--- src/rtl/mem_access_pkg.sv ---
// Shared types and helpers for the data-memory access unit.
package mem_access_pkg;

    localparam int WORD_BYTES = 4;

    typedef enum logic [2:0] {
        OP_LW  = 3'd0,
        OP_LH  = 3'd1,
        OP_LHU = 3'd2,
        OP_LB  = 3'd3,
        OP_LBU = 3'd4,
        OP_SW  = 3'd5,
        OP_SH  = 3'd6,
        OP_SB  = 3'd7
    } mem_op_t;

    typedef logic [2:0] state_t;

    localparam state_t IDLE   = 3'd0;
    localparam state_t LOAD   = 3'd1;
    localparam state_t STORE  = 3'd2;
    localparam state_t RMW_RD = 3'd3;
    localparam state_t RMW_WR = 3'd4;
    localparam state_t RESP   = 3'd5;

    function automatic logic is_load(input mem_op_t op);
        return (op == OP_LW) || (op == OP_LH) || (op == OP_LHU) ||
               (op == OP_LB) || (op == OP_LBU);
    endfunction

    function automatic logic misaligned(input mem_op_t op, input logic [1:0] off);
        case (op)
            OP_LW, OP_SW:         return off != 2'b00;
            OP_LH, OP_LHU, OP_SH: return off[0];
            default:              return 1'b0;
        endcase
    endfunction

    function automatic logic [15:0] sat_inc16(input logic [15:0] x);
        return (x == 16'hFFFF) ? x : x + 16'd1;
    endfunction

endpackage

--- src/rtl/mem_lane_align.sv ---
// Combinational byte-lane handling: load extract/extend and store lane merge.
module mem_lane_align
    import mem_access_pkg::*;
(
    input  mem_op_t     op,
    input  logic [1:0]  byte_off,
    input  logic [31:0] rdata,
    input  logic [31:0] wdata,
    output logic [31:0] load_data,
    output logic [31:0] merge_data
);

    logic [4:0]  sh;
    logic [31:0] shifted;

    assign sh      = {byte_off, 3'b000};
    assign shifted = rdata >> sh;

    always_comb begin
        load_data = shifted;
        case (op)
            OP_LH:   load_data = {{16{shifted[15]}}, shifted[15:0]};
            OP_LHU:  load_data = {16'h0000, shifted[15:0]};
            OP_LB:   load_data = {{24{shifted[7]}}, shifted[7:0]};
            OP_LBU:  load_data = {24'h000000, shifted[7:0]};
            default: load_data = shifted;
        endcase
    end

    always_comb begin
        merge_data = wdata;
        case (op)
            OP_SH:   merge_data = (rdata & ~(32'h0000_FFFF << sh)) | ({16'h0000, wdata[15:0]} << sh);
            OP_SB:   merge_data = (rdata & ~(32'h0000_00FF << sh)) | ({24'h000000, wdata[7:0]} << sh);
            default: merge_data = wdata;
        endcase
    end

endmodule

--- src/rtl/mem_access_unit.sv ---
// Load/store initiator for the word-addressed data memory, with sub-word RMW stores.
// Optional MEM_ACCESS_STATS_EN adds saturating load/store/error counters.
//
// state  | meaning
// IDLE   | req_ready high, waiting for a request
// LOAD   | MemRead strobe, extended load data captured
// STORE  | MemWrite strobe with full word
// RMW_RD | MemRead strobe, merged word captured into WriteData
// RMW_WR | MemWrite strobe with merged word
// RESP   | one-cycle rsp_valid
module mem_access_unit
    import mem_access_pkg::*;
#(
    parameter int MEM_WORDS  = 64,
    parameter int ADDR_WIDTH = 32
) (
    input  logic                  clk,
    input  logic                  rst_n,
    input  logic                  req_valid,
    output logic                  req_ready,
    input  logic [2:0]            req_op,
    input  logic [ADDR_WIDTH-1:0] req_addr,
    input  logic [31:0]           req_wdata,
    output logic                  rsp_valid,
    output logic [31:0]           rsp_data,
    output logic                  rsp_err,
    output logic [31:0]           Address,
    output logic [31:0]           WriteData,
    output logic                  MemRead,
    output logic                  MemWrite,
    input  logic [31:0]           ReadData
`ifdef MEM_ACCESS_STATS_EN
    ,
    output logic [15:0]           load_count,
    output logic [15:0]           store_count,
    output logic [15:0]           err_count
`endif
);

    localparam logic [ADDR_WIDTH-3:0] WORD_LIMIT = (ADDR_WIDTH-2)'(MEM_WORDS);

    state_t                state, nxt;
    mem_op_t               op_q, op_in;
    logic [ADDR_WIDTH-1:0] addr_q, addr_src;
    logic [31:0]           wdata_q;
    logic                  acc, req_err, strobe_n;
    logic [31:0]           load_data, merge_data;

    assign op_in    = mem_op_t'(req_op);
    assign acc      = (state == IDLE) && req_valid;
    assign req_err  = misaligned(op_in, req_addr[1:0]) || (req_addr[ADDR_WIDTH-1:2] >= WORD_LIMIT);
    assign addr_src = (state == IDLE) ? req_addr : addr_q;
    assign strobe_n = (nxt == LOAD) || (nxt == STORE) || (nxt == RMW_RD) || (nxt == RMW_WR);

    mem_lane_align u_lane (
        .op         (op_q),
        .byte_off   (addr_q[1:0]),
        .rdata      (ReadData),
        .wdata      (wdata_q),
        .load_data  (load_data),
        .merge_data (merge_data)
    );

    always_comb begin
        nxt = IDLE;
        case (state)
            IDLE: begin
                if (req_valid) begin
                    if (req_err)             nxt = RESP;
                    else if (is_load(op_in)) nxt = LOAD;
                    else if (op_in == OP_SW) nxt = STORE;
                    else                     nxt = RMW_RD;
                end
            end
            LOAD:    nxt = RESP;
            STORE:   nxt = RESP;
            RMW_RD:  nxt = RMW_WR;
            RMW_WR:  nxt = RESP;
            default: nxt = IDLE;
        endcase
    end

    // All outputs are registered from the next state so the strobes are glitch-free.
    always_ff @(posedge clk) begin
        if (!rst_n) begin
            state     <= IDLE;
            req_ready <= 1'b1;
            rsp_valid <= 1'b0;
            rsp_data  <= 32'h0;
            rsp_err   <= 1'b0;
            Address   <= 32'h0;
            WriteData <= 32'h0;
            MemRead   <= 1'b0;
            MemWrite  <= 1'b0;
            op_q      <= OP_LW;
            addr_q    <= '0;
            wdata_q   <= 32'h0;
        end else begin
            state     <= nxt;
            req_ready <= (nxt == IDLE);
            rsp_valid <= (nxt == RESP);
            rsp_err   <= acc && req_err;
            rsp_data  <= (state == LOAD) ? load_data : 32'h0;
            MemRead   <= (nxt == LOAD) || (nxt == RMW_RD);
            MemWrite  <= (nxt == STORE) || (nxt == RMW_WR);
            Address   <= strobe_n ? 32'({addr_src[ADDR_WIDTH-1:2], 2'b00}) : 32'h0;
            WriteData <= (nxt == STORE)  ? req_wdata  :
                         (nxt == RMW_WR) ? merge_data : 32'h0;
            if (acc) begin
                op_q    <= op_in;
                addr_q  <= req_addr;
                wdata_q <= req_wdata;
            end
        end
    end

`ifdef MEM_ACCESS_STATS_EN
    always_ff @(posedge clk) begin
        if (!rst_n) begin
            load_count  <= 16'h0;
            store_count <= 16'h0;
            err_count   <= 16'h0;
        end else if (state == RESP) begin
            if (rsp_err)           err_count   <= sat_inc16(err_count);
            else if (is_load(op_q)) load_count <= sat_inc16(load_count);
            else                   store_count <= sat_inc16(store_count);
        end
    end
`endif

endmodule

--- config.mk ---
export PLATFORM = sky130hd
export DESIGN_NAME = mem_access_unit
export DESIGN_NICKNAME = d
export VERILOG_FILES = /design/src/rtl/mem_access_pkg.sv /design/src/rtl/mem_lane_align.sv /design/src/rtl/mem_access_unit.sv
export SDC_FILE = /design/constraint.sdc
export NUM_CORES = 1
export LEC_CHECK = 0
export BUFFER_PORTS_ARGS = -buffer_cell sky130_fd_sc_hd__buf_2
export CORE_MARGIN = 2
export CORE_UTILIZATION = 53
export DETAILED_ROUTE_END_ITERATION = 10
export PLACE_DENSITY = 0.8
export SYNTH_ARGS = -nofsm -noshare
export SYNTH_HDL_FRONTEND = slang
export SYNTH_HIERARCHICAL = 1
export SYNTH_SLANG_ARGS = --single-unit
export TNS_END_PERCENT = 20
--- constraint.sdc ---
create_clock -name clk -period 2.4 [get_ports clk]
set_input_delay 0.12 -clock clk [delete_from_list [all_inputs] [get_ports clk]]
set_output_delay 0.12 -clock clk [all_outputs]
set_load 0.01 [all_outputs]
* Word level (Yosys, flattened, before mapping)
Index checks and enable logic that the tools add are counted.
** Cells by class
- Add/subtract/negate cells :: 0
- $mul :: 0
- Divide/modulo/power cells :: 0
- $lt $le $gt $ge :: 1
- Equal/unequal tests :: 21
- Shift-type cells :: 5
- Mux-type cells :: 11
- Bitwise gates (word level) :: 6
- Reduce and logical (&&, ||, !) cells :: 21
** Operators by type and width (count)
- case mux 32 bit (4 select lines) :: 1
- two-way mux 32 bit :: 3
- bitwise AND 32 bit :: 2
- inverter 32 bit :: 2
- OR 32 bit :: 2
- case mux 32 bit (2 select lines) :: 1
- << shifter 16 x 5 -> 32 bit :: 1
- << shifter 16 x 5 -> 32 bit (first input constant) :: 1
- << shifter 8 x 5 -> 32 bit :: 1
- << shifter 8 x 5 -> 32 bit (first input constant) :: 1
- right shift 32 x 5 -> 32 bit :: 1
- >= comparator 30 x 7 -> 1 bit (second input constant) :: 1
- == test 3 bit (second input constant) :: 9
- == test 3 x 2 -> 1 bit (second input constant) :: 8
- == test 3 x 1 -> 1 bit (second input constant) :: 4
- logical OR 1 bit :: 10
- zero test 3 bit :: 3
- case mux 3 bit (3 select lines) :: 1
- two-way mux 3 bit :: 2
- OR reduction 3 bit :: 2
- AND reduction 2 bit :: 2
- logical AND 1 bit :: 2
- two-way mux 2 bit :: 1
- case mux 1 bit (2 select lines) :: 1
- 3 further kinds :: 3
** Word-level totals
- Flip-flop bits (word level) :: 171
- Bits in latches :: 0
- Bits in writable memories :: 0
- Memory bits (read-only) :: 0
- Word-level logic and storage cells :: 78
- Memories kept :: 0

* Depth between registers and ports, before layout
Gate-level depths: netlist (run 1).
- Word-level depth :: 14
- Gate-level depth with buffers :: 9

* By module
Netlist (run 1), hierarchy kept.
** Modules (own cells, without submodules)
- mem_access_unit :: instances 1, cells an instance 583, area an instance 5936.9 um2, sequential area each 3383.2 um2
- mem_lane_align :: instances 1, cells an instance 283, area an instance 2033.2 um2, sequential area each 0.0 um2

* Worst setup path before layout (run 1)
OpenSTA, ideal clock, no wires.
- Path type :: register -> register
- Start point :: reg addr_q[0]
- End point :: reg WriteData[16]
- Data arrival time :: 1.913 ns
- Path slack :: 0.370 ns
- Cell stages (with the launch flop) :: 10
- Period minus slack after synthesis :: 2.030 ns
- Path through :: dfxtp_1 -> buf_6 -> inv_1 -> buf_2 -> buf_2 -> ha_1 -> nor2_1 -> o21a_1 -> a221o_1 -> a22o_1
** On the way
- Word-level cells in the longest chain between the ends :: 7
** Ends and longest elaborated chain
- start, declared :: line mem_access_unit.sv:44 : logic [ADDR_WIDTH-1:0] addr_q, addr_src;
- start signal, assigned :: line mem_access_unit.sv:111 : addr_q <= req_addr;
- << shifter 16 x 5 -> 32 bit / << shifter 8 x 5 -> 32 bit (equally long branches) :: line mem_lane_align.sv:33, mem_lane_align.sv:34
- inverter 32 bit (on tied branches) :: line mem_lane_align.sv:33, mem_lane_align.sv:34
- bitwise AND 32 bit (on tied branches) :: line mem_lane_align.sv:33, mem_lane_align.sv:34
- OR 32 bit (on tied branches) :: line mem_lane_align.sv:33, mem_lane_align.sv:34
- case mux 32 bit (2 select lines) (*) :: line mem_lane_align.sv:32 : case (op)
- named net merge_data[16] :: line mem_access_unit.sv:47 : logic [31:0] load_data, merge_data;
- two-way mux 32 bit (*) :: line mem_access_unit.sv:108 : (nxt == RMW_WR) ? merge_data : 32'h0;
- two-way mux 32 bit (*) :: line mem_access_unit.sv:107 : WriteData <= (nxt == STORE) ? req_wdata :
- end signal, assigned :: line mem_access_unit.sv:107
- end, declared :: line mem_access_unit.sv:28 : output logic [31:0] WriteData,
Mark *: on every way through the listed nets, which the timed path passes. The rest lies on a longest branch.
A chain may end at the register's enable or synchronous reset.

* Worst setup path after layout (run 1)
- Start point :: in req_addr[26]
- End point :: reg Address[6]
** On the way
- Word-level cells in the longest chain between the ends :: 10
** Ends and longest elaborated chain
- start, declared :: line mem_access_unit.sv:22 : input logic [ADDR_WIDTH-1:0] req_addr,
- >= comparator 30 x 7 -> 1 bit (*) :: line mem_access_unit.sv:51 : assign req_err = misaligned(op_in, req_addr[1:0]) || (req_addr[ADDR_WIDTH-1:2] >= WORD_LIMIT);
- logical OR 1 bit (*) :: line mem_access_unit.sv:51
- two-way mux 3 bit (*) :: line mem_access_unit.sv:69 : if (req_err) nxt = RESP;
- two-way mux 3 bit (*) :: line mem_access_unit.sv:68 : if (req_valid) begin
- case mux 3 bit (3 select lines) (*) :: line mem_access_unit.sv:66 : case (state)
- == test 3 x 1 -> 1 bit / == test 3 x 2 -> 1 bit (equally long branches) :: line mem_access_unit.sv:53 : assign strobe_n = (nxt == LOAD) || (nxt == STORE) || (nxt == RMW_RD) || (nxt == RMW_WR);
- logical OR 1 bit (2 in a row) :: line mem_access_unit.sv:53
- logical OR 1 bit (*) :: line mem_access_unit.sv:53
- AND reduction 2 bit (no source line) (*)
- end signal, assigned :: line mem_access_unit.sv:106 : Address <= strobe_n ? 32'({addr_src[ADDR_WIDTH-1:2], 2'b00}) : 32'h0;
- end, declared :: line mem_access_unit.sv:27 : output logic [31:0] Address,
Every way passes the cells marked *; elsewhere a longest branch is shown, timed or not.

==> results of run 1 <==
## cell type report
cell class              count  area share [%]
well taps                 184            2.23
inverters                  12           0.437
clock inverters            12            1.12
clock buffers              20            4.33
flip-flops and latches    169            32.8
multi-input cells         609            40.3
diodes                      1          0.0243
repair buffers            295            18.7
## worst min-delay path: cells and delay by family
| family | cells | cell delay [ps] |
|---|---|---|
| buffers and inverters | 1 | 140 |
| AND/OR/NAND/NOR | 1 | 60 |
| AO/OA/AOI/OAI | 1 | 80 |
## flip-flops by register name, indices dropped and copies added (netlist names), 3 cells and up
| name | flops |
|---|---|
| rsp_data | 32 |
| Address | 30 |
| wdata_q | 32 |
| op_q | 3 |
| addr_q | 32 |
| state | 3 |
| WriteData | 32 |
## stage by stage
stage | hold slack [ps] | utilization [%] | instances
finish | 13.3 | 70.7 | 1302
detailed placement | 349 | 62.3 | 1203
global placement | 347 | 62.3 | 1203
floorplan | 246 | - | 867
CTS | 9.92 | 70.7 | 1301
global route | 26.1 | 70.7 | 1302
## power groups by stage
stage | Combinational (mW) | Clock, mW | Sequential [mW]
3_3_place_gp | 1.18 | 0 | 3.10
6_report | 1.33 | 2.62 | 3.05
2_1_floorplan | 0.819 | 0 | 3.08
4_1_cts | 1.30 | 2.65 | 3.04
3_5_place_dp | 1.20 | 0 | 3.10
5_1_grt | 1.43 | 2.79 | 3.06
## cells in the final DEF, fill, tap and decap left out, types with 9 or more instances in the layout
cell           synthesis  routed
o221ai_1              14      14
nor3b_1               32      32
a21boi_0              66      66
o22ai_1               16      16
and2_1                37      36
buf_4                  7      25
o21ai_0               11      11
clkbuf_16              0      17
nor2b_1               13      13
a21oi_1               20      19
nand2b_1              14      14
mux2i_1               52      52
inv_1                 11      11
nand3_1               15      15
nand2_1              155     154
a22o_1                58      58
buf_2                 20     200
mux2_2                 9       9
dlygate4sd3_1          0      66
dfxtp_1              169     167
## metal layers
metal / track usage (%) / up-vias / part of all wire [%]
met2: 49.5 / 467 / 47
met4: 16.2 / 0 / 4.7
met5: 0 / - / 0
met3: 8.48 / 92 / 9.4
li1: - / 3576 / -
met1: 36.8 / 3632 / 39
## cells by family (layout without fill, tap and decap cells)
logic type | after synthesis | count (layout) | synth area share, %
simple gates | 301 | 301 | 19.4
compound gates | 238 | 238 | 23.5
flops | 169 | 169 | 42.4
buf+inv | 89 | 339 | 5.68
mux | 62 | 62 | 8.08
fa+ha+maj | 4 | 4 | 0.628
xor+xnor | 2 | 2 | 0.220
other cells | 1 | 3 | 0.0471
## worst min-delay path by stage
stage | start | endpoint | slack (ps) | depth (start not counted)
6_report | req_op[0] | op_q[0] | 10 | 3
5_1_grt | req_op[1] | op_q[1] | 30 | 3
4_1_cts | req_op[0] | op_q[0] | 10 | 3
3_5_place_dp | req_wdata[13] | WriteData[13] | 350 | 2
3_3_place_gp | req_wdata[8] | WriteData[8] | 350 | 2
2_1_floorplan | req_wdata[0] | WriteData[0] | 250 | 1
## cells in the mapped netlist, types with 9 or more instances
| master | instances |
|---|---|
| a21boi_0 | 66 |
| a22o_1 | 58 |
| nand2_1 | 155 |
| inv_1 | 11 |
| mux2_2 | 9 |
| clkbuf_1 | 38 |
| o22ai_1 | 16 |
| o21ai_0 | 11 |
| dfxtp_1 | 169 |
| and2_1 | 37 |
| o221ai_1 | 14 |
| mux2i_1 | 52 |
| nand3_1 | 15 |
| nor2b_1 | 13 |
| a21oi_1 | 20 |
| buf_6 | 9 |
| buf_2 | 20 |
| nor3b_1 | 32 |
| nand2b_1 | 14 |
## repair_timing
action                    CTS  global route
hold buffers               66             0
setup buffers               0             0
hold endpoints to repair   99             0
==> impl_metrics.tcl, run 1 <==
set metrics [dict create \
    die_h_um 127 \
    grt_pass1_vias 7347 \
    path_delay_family "simple AND/OR/NAND/NOR gates" \
    fin_crit_ps 2230 \
    synth_edf_count 0 \
    setup_tns_ps 0 \
    pwr-share-clk_pct 37.5 \
    multi_input_comb_area_um2 4160 \
    place.gp.congestion 0.967 \
    syn_to_final_growth_pct 29.4 \
    yosysUniqueCellTypes 60 \
    drive_gt1_share_pct 25.7 \
    yosysTopAreaCell "dfxtp_1" \
    end_kind "flip-flop" \
    comb_power_share_pct 19.0 \
    wirelength_um 24900 \
    worst-path-buf-inv 3 \
    fmax_mhz 448 \
    clock_sinks 169 \
    wl_per_cell_um 19.1 \
    status "complete, no violations" \
    design_area_um2 10300 \
    total_power_mw 7.00 \
    antenna_found_initial 2 \
    synthTopCellsByArea "dfxtp_1 (42%), nand2_1 (7.3%), mux2i_1 (6.5%)" \
    worstPathMaxFanout 30 \
    cp.required_ps 2730 \
    pre_cts_ws_ps 343 \
    grt_util_all_layers_pct 30.5 \
    crit_type "in -> reg" \
    overflow 0 \
    tightestPinTransition_ps 1080 \
    timing.rr.start "addr_q[1]" \
    drt-initial-drc-count 872 \
    num_rows 44 \
    grt_max_degree 68 \
    netlist_area_um2 7970 \
    hold_viol_final 0 \
    clockBufferDepth 2 \
    io_pins 203 \
    leakagePower_nw 4.35 \
    drv_slew 0 \
    path_clk_slew_ps 70 \
    setup_viol 0 \
    cp-endpoint "Address[6]" \
    cts-root-buf "clkbuf_16" \
    ant_nets 0 \
    drtPass1Iterations 6 \
    cp_slowest_stage_delay_ps 540 \
    start_util_pct 54.6 \
    clock_skew_ps 8.31 \
    synth_ff_type "dfxtp_1" \
    via_per_inst 5.97 \
    cap_viol_max_count 0 \
    tritoncts "built" \
    reg2reg_depth 5 \
    intPower_mw 5.00 \
    critical_path.startpoint_type "input pin" \
    worstPathArrival_ps 2560 \
    nNetsFinal 1210 \
    hp-class "in -> reg" \
    final-seq-area_um2 3390 \
    path_cells "dlygate4sd3_1 > buf_2 > nor4_1 > nand4_1 > a2111oi_4 > a21oi_2 > buf_4 > nor3b_1" \
    startpoint "req_addr[26]" \
    fillers 1054 \
    max-vdd-ir-drop_uv 534 \
    yosys.area.top_type_share_pct 42.4 \
    swShare_pct 28.6 \
    drc 0 \
    rsz0062_at_grt "false" \
    ys_seq_area_share_pct 42.4 \
    yosys_warnings 6 \
    slew_headroom_pct 27.8 \
    setup_ws_ps 167 \
    p_per_area_nw_per_um2 679 \
    die_w_um 127 \
    htreeDepth 4 \
    r2r-end "rsp_data[30]" \
    fin_crit_sh_pct 93.1 \
    syn_area_per_cell_um2 9.20 \
    crit_cells 8 \
    cts-resized-gates 0 \
    grt_pass1_wl_um 38700 \
    post_dp_cell_area_um2 9090 \
    slowest_stage "dlygate4sd3_1" \
    ys_seq_elements 169 \
    postSynthCellCount 866 \
    p_sw_mw 2.00 \
    r2r_setup_slack_ps 260 \
    route.vias.total 7767 \
    seq_power_share_pct 43.5 \
    portBuffers 200 \
    die-area_um2 16000 \
    coreArea_um2 14600 \
    clk_latency_ps 430 \
    async_reset_ff_share_pct 0 \
    cts_buffers 17 \
    hpwl_um 16500 \
]
Power figures use the tool's default switching activity.
==> run 2, diff against run 1 <==
- BUFFER_PORTS_ARGS: -buffer_cell sky130_fd_sc_hd__buf_2 -> -buffer_cell sky130_fd_sc_hd__buf_4
- SETUP_SLACK_MARGIN: not set -> 0.2
==> run 2 against run 1 <==
  * Count of clock-buffer cells in the layout stayed put
  * Critical path type unchanged
  * Largest cell class unchanged
  * Critical endpoint is now Address[8]
  * Final cell count is 0.15% higher
  * Die area stayed put
  * Clock power is 5% higher
  * Worst setup slack better by 170 ps
  * Largest power group unchanged
  * Design area is 5.2% higher
  * Non-clock buffer count is 2 higher
  * Power is 2.6% higher
  * Highest routed layer unchanged
==> impl_metrics.tcl, run 2 (same netlist as run 1, synthesis figures left out) <==
set metrics [dict create \
    status "complete, no violations" \
    worstPathMaxFanout 30 \
    end_kind "flip-flop" \
    route.vias.total 7681 \
    most-common-layout-cells "buf_4 (228), dfxtp_1 (167), nand2_1 (154), dlygate4sd3_1 (67), a21boi_0 (65)" \
    timing.rr.start "addr_q[1]" \
    tightestPinTransition_ps 639 \
    drv_slew 0 \
    start_util_pct 54.6 \
    clock_skew_ps 9.29 \
    path_cells "dlygate4sd3_1 > buf_4 > nor4_1 > nand4_1 > a2111oi_4 > a21oi_2 > buf_4 > nor3b_2" \
    slowest_stage "dlygate4sd3_1" \
    cts-root-buf "clkbuf_16" \
    min-delay-start "req_op[0]" \
    place.gp.congestion 0.952 \
    grt_util_all_layers_pct 30.7 \
    tritoncts "built" \
    cap_viol_max_count 0 \
    clk_latency_ps 430 \
    antenna_found_initial 1 \
    fillers 1031 \
    syn_to_final_growth_pct 36.1 \
    min_path_cells 3 \
    grt_max_degree 40 \
    path_clk_slew_ps 70 \
    hpwl_um 16700 \
    cts_buffers 17 \
    slew_headroom_pct 57.2 \
    num_rows 44 \
    setup_tns_ps 0 \
    fin_crit_sh_pct 86.2 \
    post-cts-setup-buffers 0 \
    max-vdd-ir-drop_uv 496 \
    p_per_area_nw_per_um2 662 \
    path_delay_family "buffers and inverters" \
    drtPass1Iterations 6 \
    leakagePower_nw 4.44 \
    path_common_cell "buf_4" \
    drc 0 \
    hp-class "in -> reg" \
    overflow 0 \
    wl_per_cell_um 19.4 \
    reg2reg_depth 5 \
    setup_viol 0 \
    grt_pass1_wl_um 38800 \
    clock_sinks 169 \
    nNetsFinal 1212 \
    cp_slowest_stage_delay_ps 530 \
    drt-initial-drc-count 730 \
    worstPathArrival_ps 2400 \
    die_w_um 127 \
    via_per_inst 5.89 \
    drive_gt1_share_pct 26.1 \
    coreArea_um2 14600 \
    final_common_cell "buf_4" \
    crit_type "in -> reg" \
    wirelength_um 25200 \
    post_dp_cell_area_um2 9560 \
    r2r-end "rsp_data[27]" \
    r2r_setup_slack_ps 410 \
    clockBufferDepth 2 \
    grt_pass1_vias 7304 \
    rsz0062_at_grt "false" \
    portBuffers 200 \
    design_area_um2 10800 \
    critical_path.startpoint_type "input pin" \
    ant_nets 0 \
    worst-path-buf-inv 3 \
    fin_crit_ps 2070 \
    fmax_mhz 484 \
    hold_viol_final 0 \
    cp.required_ps 2730 \
    io_pins 203 \
    hold_end "op_q[0]" \
    die-area_um2 16000 \
    die_h_um 127 \
    htreeDepth 4 \
]
==> run 2: timing repair <==
action	in CTS	in global routing
hold buffers	67	0
resized for setup	0	6
hold endpoints to repair	100	0
endpoints found under the setup margin	0	39
==> run 2: power breakdown <==
part	switching (mW)	leakage (nW)	total, mW	internal, mW
sequential	0.114	1.37	3.05	2.93
combinational	0.738	2.79	1.40	0.660
clock	1.16	0.283	2.74	1.57
==> run 2: worst max-delay path by stage <==
stage	slack, ps	cells past startpoint	to	from
final	330	8	Address[8]	req_addr[23]
after global routing	290	5	rsp_data[27]	addr_q[1]
after CTS	240	8	WriteData[21]	req_addr[8]
after detailed placement	370	7	WriteData[21]	req_addr[31]
after global placement	360	7	WriteData[17]	req_addr[26]
after floorplan	370	9	WriteData[16]	addr_q[0]
==> run 2: layout make-up <==
cell class / count / area [um^2] / area share (%)
Antenna cell: 1 / 2.50 / 0.0231
Clock inverter: 12 / 140 / 1.29
Multi-Input combinational cell: 609 / 4180 / 38.5
Inverter: 12 / 45.0 / 0.415
Timing Repair Buffer: 297 / 2410 / 22.3
Tap cell: 184 / 230 / 2.12
Clock buffer: 20 / 447 / 4.12
Sequential cell: 169 / 3390 / 31.2
==> run 2: layer usage <==
layer | up-vias | routed length [um] | global-route usage (%)
met5 | - | 0 | 0
met4 | 0 | 1390 | 18.0
met3 | 98 | 2020 | 6.50
met2 | 414 | 11800 | 48.5
met1 | 3596 | 10100 | 38.6
li1 | 3573 | - | -
==> run 2: through the flow <==
step	std cells	power, mW	setup WS [ps]	hold WS (ps)	utilization (%)
after floorplan	867	3.89	370	246	-
after global placement	1204	4.35	358	341	65.5
after CTS	1303	7.16	240	0.793	74.1
after global routing	1304	7.45	292	11.7	74.3
final	1304	7.18	332	7.98	74.3
after detailed placement	1204	4.37	373	343	65.5
==> run 2: worst register-to-register path, cell delays in order, from the launching register on <==
cell and delay (ps):
dfxtp_2 530, buf_4 240, mux2_2 390, o32ai_4 330, o22ai_1 190, and2_1 190
==> run 3, diff against run 2 <==
- CORE_UTILIZATION: 53 -> 58
- PLACE_DENSITY: 0.8 -> 0.86
- clock period: 2.4 -> 2.6 ns (I/O delays scaled with it)
==> run 3 against run 2 <==
  * The run now ends with negative setup slack left
  * Via count up 5.8%
  * Die area down 8.4%
  * Design area down 0.14%
  * Wire length up 13%
  * Sequential share of layout area about the same
  * Power down 6.4%
  * Register-to-register slack worse by 80 ps
  * Combinational power down 6%
  * Largest power group unchanged
  * Sequential cell count unchanged
==> impl_metrics.tcl, run 3 (same netlist as run 1, synthesis figures left out) <==
set metrics [dict create \
    status "complete, but fails checks" \
    violations "negative setup slack" \
    num_rows 42 \
    drtPass1Iterations 5 \
    place.gp.congestion 0.983 \
    clk_latency_ps 440 \
    fin_crit_sh_pct 101 \
    cts_buffers 17 \
    place_inst 1190 \
    path_clk_slew_ps 80 \
    timing.rr.start "state[1]" \
    setup_ws_ps -19.0 \
    hp-class "in -> reg" \
    worstPathArrival_ps 2930 \
    tritoncts "built" \
    die_h_um 121 \
    pre_cts_ws_ps 453 \
    cap_viol_max_count 0 \
    hold_viol_final 0 \
    ant_nets 0 \
    critical_path.startpoint_type "input pin" \
    fin_cells 1291 \
    io_pins 203 \
    clockBufferDepth 2 \
    syn_to_final_growth_pct 35.9 \
    slew_headroom_pct 27.0 \
    fin_crit_ps 2620 \
    drive_gt1_share_pct 26.0 \
    wirelength_um 28600 \
    nNetsFinal 1207 \
    drt-initial-drc-count 979 \
    routed.top_layer "met4" \
    min_path_cells 2 \
    route.vias.total 8123 \
    met2_length_um 13800 \
    hold_end "req_ready" \
    drv_slew 0 \
    htreeDepth 4 \
    reg2reg_depth 6 \
    fmax_mhz 382 \
    design_area_um2 10800 \
    r2r_setup_slack_ps 330 \
    start_util_pct 59.7 \
    final_common_cell "buf_4" \
    end_kind "flip-flop" \
    setup_viol 1 \
    coreArea_um2 13300 \
    wl_met3_um 2560 \
    wl_per_cell_um 22.2 \
    grt_util_all_layers_pct 37.1 \
    cp.required_ps 2910 \
    cts-root-buf "clkbuf_16" \
    grt_max_degree 60 \
    p_per_area_nw_per_um2 621 \
    clock_skew_ps 17.6 \
    clock_sinks 169 \
    portBuffers 200 \
    met1_length_um 10600 \
    worstPathMaxFanout 5 \
    leakagePower_nw 4.43 \
    die-area_um2 14700 \
    most-common-layout-cells "buf_4 (222), dfxtp_1 (167), nand2_1 (154), dlygate4sd3_1 (67), a21boi_0 (66)" \
    r2r-end "addr_q[22]" \
    drc 0 \
    via_per_inst 6.29 \
    die_w_um 121 \
    overflow 0 \
    crit_type "in -> reg" \
    max-vdd-ir-drop_uv 461 \
    min-delay-start "rst_n" \
    grt_pass1_wl_um 41700 \
    tightestPinTransition_ps 1090 \
    post_dp_cell_area_um2 9530 \
    hpwl_um 16800 \
    antenna_found_initial 1 \
    grt_pass1_vias 7681 \
    finish.utilization_pct 81.1 \
]
[run 3: stage by stage]
stage                     setup TNS (ps)  power, mW  hold WS, ps
after floorplan                        0       3.59          256
after global placement                 0       4.00          351
after detailed placement               0       4.03          357
after CTS                              0       6.59         3.96
after global routing               -2.07       6.91         17.6
final                              -19.0       6.73         16.2
[run 3: area by class of cell]
type | count | area [um^2]
Inverter | 12 | 45.0
Timing Repair Buffer | 292 | 2400
Sequential cell | 169 | 3390
Fill cell | 819 | 2520
Clock buffer | 17 | 425
Antenna cell | 1 | 2.50
Clock inverter | 15 | 161
Tap cell | 176 | 220
Multi-Input combinational cell | 609 | 4190
[run 3: how the worst max path moves through the flow]
stage          cells after the start          from            end  slack (ps)
3_3_place_gp                       7  req_addr[26]    Address[19]         420
2_1_floorplan                      9     addr_q[0]  WriteData[16]         570
5_1_grt                            8  req_addr[31]        MemRead          -2
6_report                           8  req_addr[31]        MemRead         -20
3_5_place_dp                       7  req_addr[26]    Address[17]         450
4_1_cts                            8  req_addr[26]     Address[8]         230
[run 3: timing repair]
item	in CTS	in global routing
endpoints found under the hold margin	98	1
buffers inserted	0	1
resized for setup	0	6
hold buffers	66	1
setup endpoints to repair	0	24
[run 3: worst max-delay path: stages]
cell and delay (ps):
dlygate4sd3_1 550, buf_4 160, nor4_1 480, nand4_1 260
a2111oi_4 310, buf_4 200, a21boi_0 400, nor3b_1 440
[run 3: metal layers]
layer	up-vias	GRT usage, %
li1	3560	-
met1	3890	44.1
met2	548	62.2
met3	125	7.47
met4	0	21.5
met5	-	0
[run 3: report_power, final]
group / total, mW / leakage [nW] / switching [mW] / internal, mW
Clock: 2.58 / 0.277 / 1.21 / 1.36
Combinational: 1.32 / 2.78 / 0.717 / 0.607
Sequential: 2.83 / 1.37 / 0.118 / 2.71
